File: src/rtl/vital_pkg.sv
// Shared types and constants for the vital alarm monitor slice.
// Optional sample-stall detection in the top is enabled with VITAL_TIMEOUT_EN.
package vital_pkg;

    localparam int SAMPLE_W = 7;

    localparam logic [SAMPLE_W-1:0] LIMIT_LOW_RST  = 7'd0;
    localparam logic [SAMPLE_W-1:0] LIMIT_HIGH_RST = 7'd127;

    typedef enum logic [1:0] {
        NORMAL,
        SUSPECT,
        ALARM
    } state_t;

    typedef enum logic [1:0] {
        IN_RANGE,
        BELOW,
        ABOVE
    } class_t;

endpackage

File: src/rtl/vital_classifier.sv
// Combinational range check of a sample against the latched limits.
// An inverted limit pair makes every sample read as in range.
import vital_pkg::*;

module vital_classifier (
    input  logic [SAMPLE_W-1:0] sample,
    input  logic [SAMPLE_W-1:0] limit_low,
    input  logic [SAMPLE_W-1:0] limit_high,
    input  logic                cfg_error,
    output class_t              cls
);

    always_comb begin
        cls = IN_RANGE;
        if (!cfg_error) begin
            if (sample < limit_low) begin
                cls = BELOW;
            end else if (sample > limit_high) begin
                cls = ABOVE;
            end
        end
    end

endmodule

File: src/rtl/vital_alarm_monitor.sv
// Debounced, directional, latched vital-sign alarm with a saturating event counter.
// Define VITAL_TIMEOUT_EN to build the sensor_fault stall detector; otherwise it is tied low.
import vital_pkg::*;

module vital_alarm_monitor #(
    parameter int CONFIRM_COUNT  = 3,
    parameter int TIMEOUT_CYCLES = 16,
    parameter int EVT_W          = 8
) (
    input  logic                clock,
    input  logic                reset_n,
    input  logic                cfg_load,
    input  logic [SAMPLE_W-1:0] limit_low,
    input  logic [SAMPLE_W-1:0] limit_high,
    input  logic                sample_valid,
    input  logic [SAMPLE_W-1:0] sample,
    input  logic                alarm_ack,
    output logic                alarm,
    output logic                alarm_high,
    output logic                alarm_low,
    output logic                suspect,
    output logic                cfg_error,
    output logic [EVT_W-1:0]    event_count,
    output logic                sensor_fault
);

    localparam logic [3:0] CONFIRM = 4'(CONFIRM_COUNT);

    logic [SAMPLE_W-1:0] low_q;
    logic [SAMPLE_W-1:0] high_q;
    class_t              cls;
    state_t              state;
    state_t              state_n;
    logic [3:0]          count;
    logic [3:0]          count_n;
    logic [3:0]          count_inc;
    logic                dir_high;
    logic                dir_high_n;
    logic                valid_oor;
    logic                is_above;

    vital_classifier u_classifier (
        .sample     (sample),
        .limit_low  (low_q),
        .limit_high (high_q),
        .cfg_error  (cfg_error),
        .cls        (cls)
    );

    assign valid_oor = sample_valid && (cls != IN_RANGE);
    assign is_above  = (cls == ABOVE);
    assign count_inc = count + 4'd1;

    always_ff @(posedge clock or negedge reset_n) begin
        if (!reset_n) begin
            low_q     <= LIMIT_LOW_RST;
            high_q    <= LIMIT_HIGH_RST;
            cfg_error <= 1'b0;
        end else if (cfg_load) begin
            low_q     <= limit_low;
            high_q    <= limit_high;
            cfg_error <= (limit_low > limit_high);
        end
    end

    always_ff @(posedge clock or negedge reset_n) begin
        if (!reset_n) begin
            state    <= NORMAL;
            count    <= 4'd0;
            dir_high <= 1'b0;
        end else begin
            state    <= state_n;
            count    <= count_n;
            dir_high <= dir_high_n;
        end
    end

    // The direction is re-recorded whenever a debounce run starts or flips.
    always_comb begin
        state_n    = state;
        count_n    = count;
        dir_high_n = dir_high;
        unique case (state)
            NORMAL: begin
                if (valid_oor) begin
                    dir_high_n = is_above;
                    count_n    = 4'd1;
                    state_n    = (CONFIRM == 4'd1) ? ALARM : SUSPECT;
                end
            end
            SUSPECT: begin
                if (sample_valid) begin
                    if (cls == IN_RANGE) begin
                        state_n = NORMAL;
                        count_n = 4'd0;
                    end else if (is_above == dir_high) begin
                        count_n = count_inc;
                        if (count_inc >= CONFIRM) begin
                            state_n = ALARM;
                        end
                    end else begin
                        count_n    = 4'd1;
                        dir_high_n = is_above;
                    end
                end
            end
            ALARM: begin
                if (alarm_ack) begin
                    if (valid_oor) begin
                        state_n    = SUSPECT;
                        count_n    = 4'd1;
                        dir_high_n = is_above;
                    end else begin
                        state_n = NORMAL;
                        count_n = 4'd0;
                    end
                end
            end
            default: begin
                state_n = NORMAL;
                count_n = 4'd0;
            end
        endcase
        if (cfg_load && (state != ALARM)) begin
            state_n = NORMAL;
            count_n = 4'd0;
        end
    end

    // Outputs are registered from the next state so they line up with the state register.
    always_ff @(posedge clock or negedge reset_n) begin
        if (!reset_n) begin
            alarm       <= 1'b0;
            alarm_high  <= 1'b0;
            alarm_low   <= 1'b0;
            suspect     <= 1'b0;
            event_count <= '0;
        end else begin
            alarm      <= (state_n == ALARM);
            alarm_high <= (state_n == ALARM) && dir_high_n;
            alarm_low  <= (state_n == ALARM) && !dir_high_n;
            suspect    <= (state_n == SUSPECT);
            if ((state_n == ALARM) && (state != ALARM) && (event_count != '1)) begin
                event_count <= event_count + {{(EVT_W-1){1'b0}}, 1'b1};
            end
        end
    end

`ifdef VITAL_TIMEOUT_EN
    localparam int                IDLE_W   = $clog2(TIMEOUT_CYCLES + 1);
    localparam logic [IDLE_W-1:0] IDLE_MAX = IDLE_W'(TIMEOUT_CYCLES);

    logic [IDLE_W-1:0] idle_count;

    always_ff @(posedge clock or negedge reset_n) begin
        if (!reset_n) begin
            idle_count   <= '0;
            sensor_fault <= 1'b0;
        end else if (sample_valid) begin
            idle_count   <= '0;
            sensor_fault <= 1'b0;
        end else begin
            if (idle_count != IDLE_MAX) begin
                idle_count <= idle_count + IDLE_W'(1);
            end
            sensor_fault <= (idle_count >= (IDLE_MAX - IDLE_W'(1)));
        end
    end
`else
    assign sensor_fault = 1'b0;
`endif

endmodule

File: config.mk
export PLATFORM = sky130hd
export DESIGN_NAME = vital_alarm_monitor
export DESIGN_NICKNAME = d
export VERILOG_FILES = /design/src/rtl/vital_pkg.sv /design/src/rtl/vital_classifier.sv /design/src/rtl/vital_alarm_monitor.sv
export SDC_FILE = /design/constraint.sdc
export NUM_CORES = 1
export LEC_CHECK = 0
export ABC_AREA = 1
export CORE_UTILIZATION = 53
export DETAILED_ROUTE_END_ITERATION = 12
export GPL_ROUTABILITY_DRIVEN = 1
export HOLD_SLACK_MARGIN = 0.12
export PLACE_DENSITY = 0.8
export SYNTH_ARGS = -nofsm -noshare
export SYNTH_HDL_FRONTEND = slang
export SYNTH_SLANG_ARGS = --single-unit
File: constraint.sdc
create_clock -name clock -period 2.8 [get_ports clock]
set_clock_uncertainty 0.2 [all_clocks]
set_input_delay 0.56 -clock clock [delete_from_list [all_inputs] [get_ports clock]]
set_output_delay 0.56 -clock clock [all_outputs]
set_load 0.05 [all_outputs]
# Yosys cells after proc, flatten, opt, wreduce, memory -nomap -nowiden
# Cells that the tools add are included.
[word_totals] input_bits=26 regBits=34 elab_cells=65
[op_classes] eq_ne=11 n_reduce_logical=11 n_lt_le_gt_ge=4 mux=26 n_addsub=2
[op_table] op="2-to-1 mux 4 bit" count=6
[op_table] op="2-to-1 mux 2 bit" count=10
[op_table] op="greater-than comparator 7 bit" count=2
[op_table] op="case mux 4 bit (3 select lines)" count=1
[op_table] op="!= test 3 bit, second input constant" count=3
[op_table] op="adder 8 x 1 -> 8 bit, second input constant" count=1
[op_table] op="!= test 8 bit, second input constant" count=1
[op_table] op="< comparator 7 bit" count=1
[op_table] op="2-to-1 mux 1 bit" count=7
[op_table] op="equality test 2 bit, second input constant" count=3
[op_table] op="logical AND 1 bit" count=6
[op_table] op="case mux 2 bit (3 select lines)" count=1
[op_table] op="adder 4 x 1 -> 4 bit, second input constant" count=1
[op_table] op="equality test 2 x 1 -> 1 bit, second input constant" count=2
[op_table] op="greater-or-equal comparator 4 x 2 -> 1 bit, second input constant" count=1
[op_table] op="logical NOT 2 bit" count=2
[op_table] op="case mux 1 bit (3 select lines)" count=1
[op_table] op="AND reduction 3 bit" count=1
[op_table] op="!= test 2 bit, second input constant" count=1
[op_table] op="nonzero test 2 bit" count=1
[op_table] op="equality test 1 bit" count=1
[op_table] op="logical NOT 1 bit" count=1

# Depth between registers and ports, before layout
[depth] word_depth=14 ltp_mapped=15

# Cells and area by module
# A second synthesis with hierarchy kept.
[unflattened] hier_cells=303 hier_area_um2=2255.9
[modules_own_cells] module="vital_alarm_monitor" area_per_inst_um2=1858.0 cells_per_inst=235 instances=1 seq_area_each_um2=859.6
[modules_own_cells] module="vital_classifier" area_per_inst_um2=397.9 cells_per_inst=68 instances=1 seq_area_each_um2=0.0

# Worst setup path after synthesis
# OpenSTA, ideal clock, no wires.
[synth_path] path_kind="input -> register" start="input port sample[6]" end="register event_count[2]" path_stages=11 slack_ps=626 arrival_time_ps=1855 path_buffers=0 path_cell_list="ha_1 nand2_2 nor2_4 a21oi_2 nand2_4 nand2_4 nand2_4 nor2_8 nand4_4 nand2_1 nand2_1"
[synth_between] elab_chain_len=14 word_cells_on_any_way=21 classes_between="2 x order compare; 3 x eq/ne; 11 x mux; 5 x reduce/logical"
[synth_rtl] item="from (decl)" line_no="vital_alarm_monitor.sv:16" text="input logic [SAMPLE_W-1:0] sample,"
[synth_rtl] item="greater-than comparator 7 bit" line_no="vital_classifier.sv:18" text="end else if (sample > limit_high) begin"
[synth_rtl] item="2-to-1 mux 2 bit" line_no="vital_classifier.sv:18"
[synth_rtl] item="2-to-1 mux 2 bit *" line_no="vital_classifier.sv:16" text="if (sample < limit_low) begin"
[synth_rtl] item="2-to-1 mux 2 bit *" line_no="vital_classifier.sv:15" text="if (!cfg_error) begin"
[synth_rtl] item="equality test 2 bit" line_no="vital_alarm_monitor.sv:51" text="assign is_above = (cls == ABOVE);"
[synth_rtl] item="equality test 1 bit" line_no="vital_alarm_monitor.sv:96" text="end else if (is_above == dir_high) begin"
[synth_rtl] item="2-to-1 mux 2 bit" line_no="vital_alarm_monitor.sv:96"
[synth_rtl] item="2-to-1 mux 2 bit" line_no="vital_alarm_monitor.sv:93" text="if (cls == IN_RANGE) begin"
[synth_rtl] item="2-to-1 mux 2 bit" line_no="vital_alarm_monitor.sv:92" text="if (sample_valid) begin"
[synth_rtl] item="case mux 2 bit (3 select lines) *" line_no="vital_alarm_monitor.sv:83" text="unique case (state)"
[synth_rtl] item="2-to-1 mux 2 bit *" line_no="vital_alarm_monitor.sv:124" text="if (cfg_load && (state != ALARM)) begin"
[synth_rtl] item="equality test 2 bit *" line_no="vital_alarm_monitor.sv:143" text="if ((state_n == ALARM) && (state != ALARM) && (event_count != '1)) begin"
[synth_rtl] item="logical AND 1 bit * (2 in series)" line_no="vital_alarm_monitor.sv:143"
[synth_rtl] item="to (signal assigned)" line_no="vital_alarm_monitor.sv:144" text="event_count <= event_count + {{(EVT_W-1){1'b0}}, 1'b1};"
[synth_rtl] item="to (decl)" line_no="vital_alarm_monitor.sv:23" text="output logic [EVT_W-1:0] event_count,"
# Every way passes the cells marked *; elsewhere a longest branch is shown, timed or not.
# A chain may end at the register's enable or synchronous reset.

# Final worst setup path
[layout_path] start="input port sample[4]" end="register event_count[7]"
# The elaborated chain is that of the path after synthesis.

==> summary.txt <==
Global route
  – Vias in the first global route: 1913
  – Global-route wire length before repair: 8.224 mm
  – Total gr overflow: 0
  – Antenna violations before repair: 0
  – Largest net degree at the start of global routing: 35
  – Total track usage: roughly 24%

Clock network
  – TritonCTS clock tree: done
  – Clock Tree Buf Depth: 2
  – Worst-Skew Late Latency: ~0.29 ns
  – Total CTS buffers: 5
  – Post-CTS setup buffers: 0
  – Resized Gates After CTS: 0
  – Worst-path clk slew: 0.07 ns
  – # H-tree levels: 2
  – Sink Count: 34
  – Clock root buffer: clkbuf_8
  – Hold_buf cts: 0

Logic synthesis
  – Number of synthesized flops with an enable pin: 0
  – Area contributors post-synth: dfrtp_1, nand2_1, ha_1
  – Syn. warnings: 0
  – Synth async-reset ratio: 100.0%
  – Post-Syn Nets: 338
  – Count leader, synth: nand2_1
  – Commonest cells post-synth: nand2_1, inv_1, dfrtp_1, ha_1, o21ai_0
  – Avg Cell Area, Syn: 7.914 um^2
  – Yosys top cell by area: dfrtp_1
  – Mapped Area: 0.002287 mm^2
  – Top cell type's share of synthesized area: 29.54%
  – Register bit total from synthesis: 34
  – Post-synthesis cell type count: 29
  – Syn Inst Count: 289
  – Most used DFF post-synth: dfrtp_1
  – Sequential-to-total area share from yosys stat: 37.58%

Floorplanning
  – Die height: 67.69 um
  – Rows: 23
  – Die ar.: 0.004582 mm^2
  – CORE AREA: 0.004058 mm^2
  – # IOs: 40
  – Die Width: 67.69 um
  – Initial Util: 56.37%

Routing
  – ANT nets after route: 0
  – Vias: 1958
  – DR WL/cell: roughly 12 um
  – # DRC: 0
  – Vias per cell: 5.099
  – DR pass1 iterations: 4
  – Initial DRC count: ~110
  – Final WL: 4.710 mm

Worst setup path
  – Worst Setup Path Type: in2reg
  – Worst-path fanout max: 8
  – CP startpoint kind: primary input
  – Critical Path AT: 2.48 ns
  – CP required: 2.78 ns
  – Worst setup EP type: register

STA
  – Fmax: 400.3 MHz
  – Final hold vios: 0
  – Setup tns final: 0 ns
  – RSZ-0062 raised after global routing: false
  – Final Setup Violations: 0
  – Relative slew slack: 66.30%
  – Max Slew Vio Count: 0
  – Worst Tran Pin Value: 0.5039 ns
  – Final period util: roughly nine tenths
  – Final critical-path required period: 2.498 ns

Final layout
  – Post-route cell area: 0.002825 mm^2
  – Antenna diodes: 0
  – Final net count: 382
  – Area Overhead vs Synth: 23.52%
  – Filler Cell Count: between 300 and 400
  – Share of layout cells above drive strength 1: between 10 and 15%

Outcome
  – Status: finished, final reports clean

Min path
  – HP Class: reg2reg

Placed design
  – Final Wtd Congestion: 0.9225
  – HPWL after DPL: 3.542 mm
  – I/O Buffers: 38
  – DP Area: between 0.002 and 0.003 mm^2

Pwr
  – Leakage power: 1.498 nW
  – Power Dens Cells: about 470 mW/mm^2
  – Max VDD drop: 319.5 uV

Run
  – Max-Cap Viols: 0
==> state kept, by name, summed over array words and instances, names as in the netlist <==
| name | cells |
|---|---|
| alarm | 1 |
| alarm_high | 1 |
| alarm_low | 1 |
| cfg_error | 1 |
| count | 4 |
| dir_high | 1 |
| event_count | 8 |
| high_q | 7 |
| low_q | 7 |
| state | 2 |
| suspect | 1 |
==> power breakdown <==
group,internal [mW],total [mW],leakage [nW],switching [mW]
sequential,0.535,0.562,0.431,0.0270
clock,0.198,0.373,0.0482,0.174
combinational,0.141,0.389,1.02,0.247
total,0.875,1.32,1.50,0.449
==> per-layer routing <==
| metal | vias up | wire, um | global-route usage [%] |
|---|---|---|---|
| li1 | 1014 | - | - |
| met1 | 895 | 2245 | 31.89 |
| met2 | 42 | 2220 | 38.12 |
| met3 | 7 | 180 | 5.574 |
| met4 | 0 | 63 | 9.574 |
| met5 | - | 0 | 0 |
==> worst paths after layout <==
path | to | cells past startpoint | startpoint | slack [ns]
worst max-delay path | event_count[7] | 12 | sample[4] | 0.30
worst min-delay path | high_q[0] | 2 | high_q[0] | 0.27
worst max register to register | event_count[7] | 12 | high_q[6] | 0.50
worst min register to register | high_q[0] | 2 | high_q[0] | 0.27
max in group asynchronous | high_q[5] | 2 | reset_n | 1.59
min in group asynchronous | low_q[2] | 2 | reset_n | 0.47
==> layout by cell type, fill, tap and decap left out <==
master           netlist  final
a21boi_0               1      1
a21oi_1               12     12
a21oi_2                1      1
a31oi_1                1      1
buf_4                  1      3
clkbuf_1               3      1
clkbuf_8               0      6
clkdlybuf4s50_1        0     38
clkinv_2               0      1
conb_1                 1      1
dfrtp_1               27     27
dfstp_2                7      7
ha_1                  23     23
inv_1                 40     40
inv_2                  1      1
nand2_1               87     87
nand2_2                4      4
nand2_4                5      5
nand3_1                9      9
nand3_2                2      2
nand4_1               12     12
nand4_4                1      1
nor2_1                16     16
nor2_2                 1      1
nor2_4                 1      1
nor2_8                 2      2
nor3_1                 1      1
nor3b_2                1      1
o21ai_0               20     20
o22ai_1                1      1
xnor2_1                3      3
xor2_1                 5      5
==> through the flow <==
step                total power, mW  std cells  setup slack [ns]  hold slack, ns  utilization, %
finish                        1.323        384            0.3017          0.2719           69.63
global route                  1.406        384            0.1367          0.2930           69.63
floorplan                    0.8374        289            0.6255         0.06441               -
CTS                           1.336        384            0.3270          0.2716           69.63
global placement             0.9488        376           0.04830          0.2600           67.38
detailed placement           0.9573        376           0.02870          0.2613           67.38
==> kinds of logic after synthesis <==
family          count (synthesis)  share of synthesized area (%)
xor+xnor                        8                          3.064
flops                          34                          37.58
buf+inv                        45                          7.549
other cells                     1                         0.1640
compound gates                 36                          8.261
fa+ha+maj                      23                          12.58
simple gates                  142                          30.80
==> critical path, stage by stage <==
cell and delay (ns):
clkdlybuf4s50_1 0.44, ha_1 0.32, nand2_1 0.06, a21oi_1 0.06, nor2_1 0.21, nand3_2 0.17
nand2_4 0.11, nand2_4 0.07, nor2_8 0.14, nand4_4 0.16, nand2_1 0.11, nand2_1 0.05
==> layout make-up <==
| cell class | instances | area, um^2 | share of cell area [%] |
|---|---|---|---|
| Tap cell | 50 | 62.56 | 2.214 |
| Clock buffer | 7 | 86.33 | 3.056 |
| Multi-Input combinational cell | 210 | 1255 | 44.42 |
| Sequential cell | 34 | 859.6 | 30.43 |
| Clock inverter | 1 | 5.005 | 0.1771 |
| Inverter | 41 | 153.9 | 5.447 |
| Timing Repair Buffer | 41 | 402.9 | 14.26 |
(Power assumes the default switching activity.)
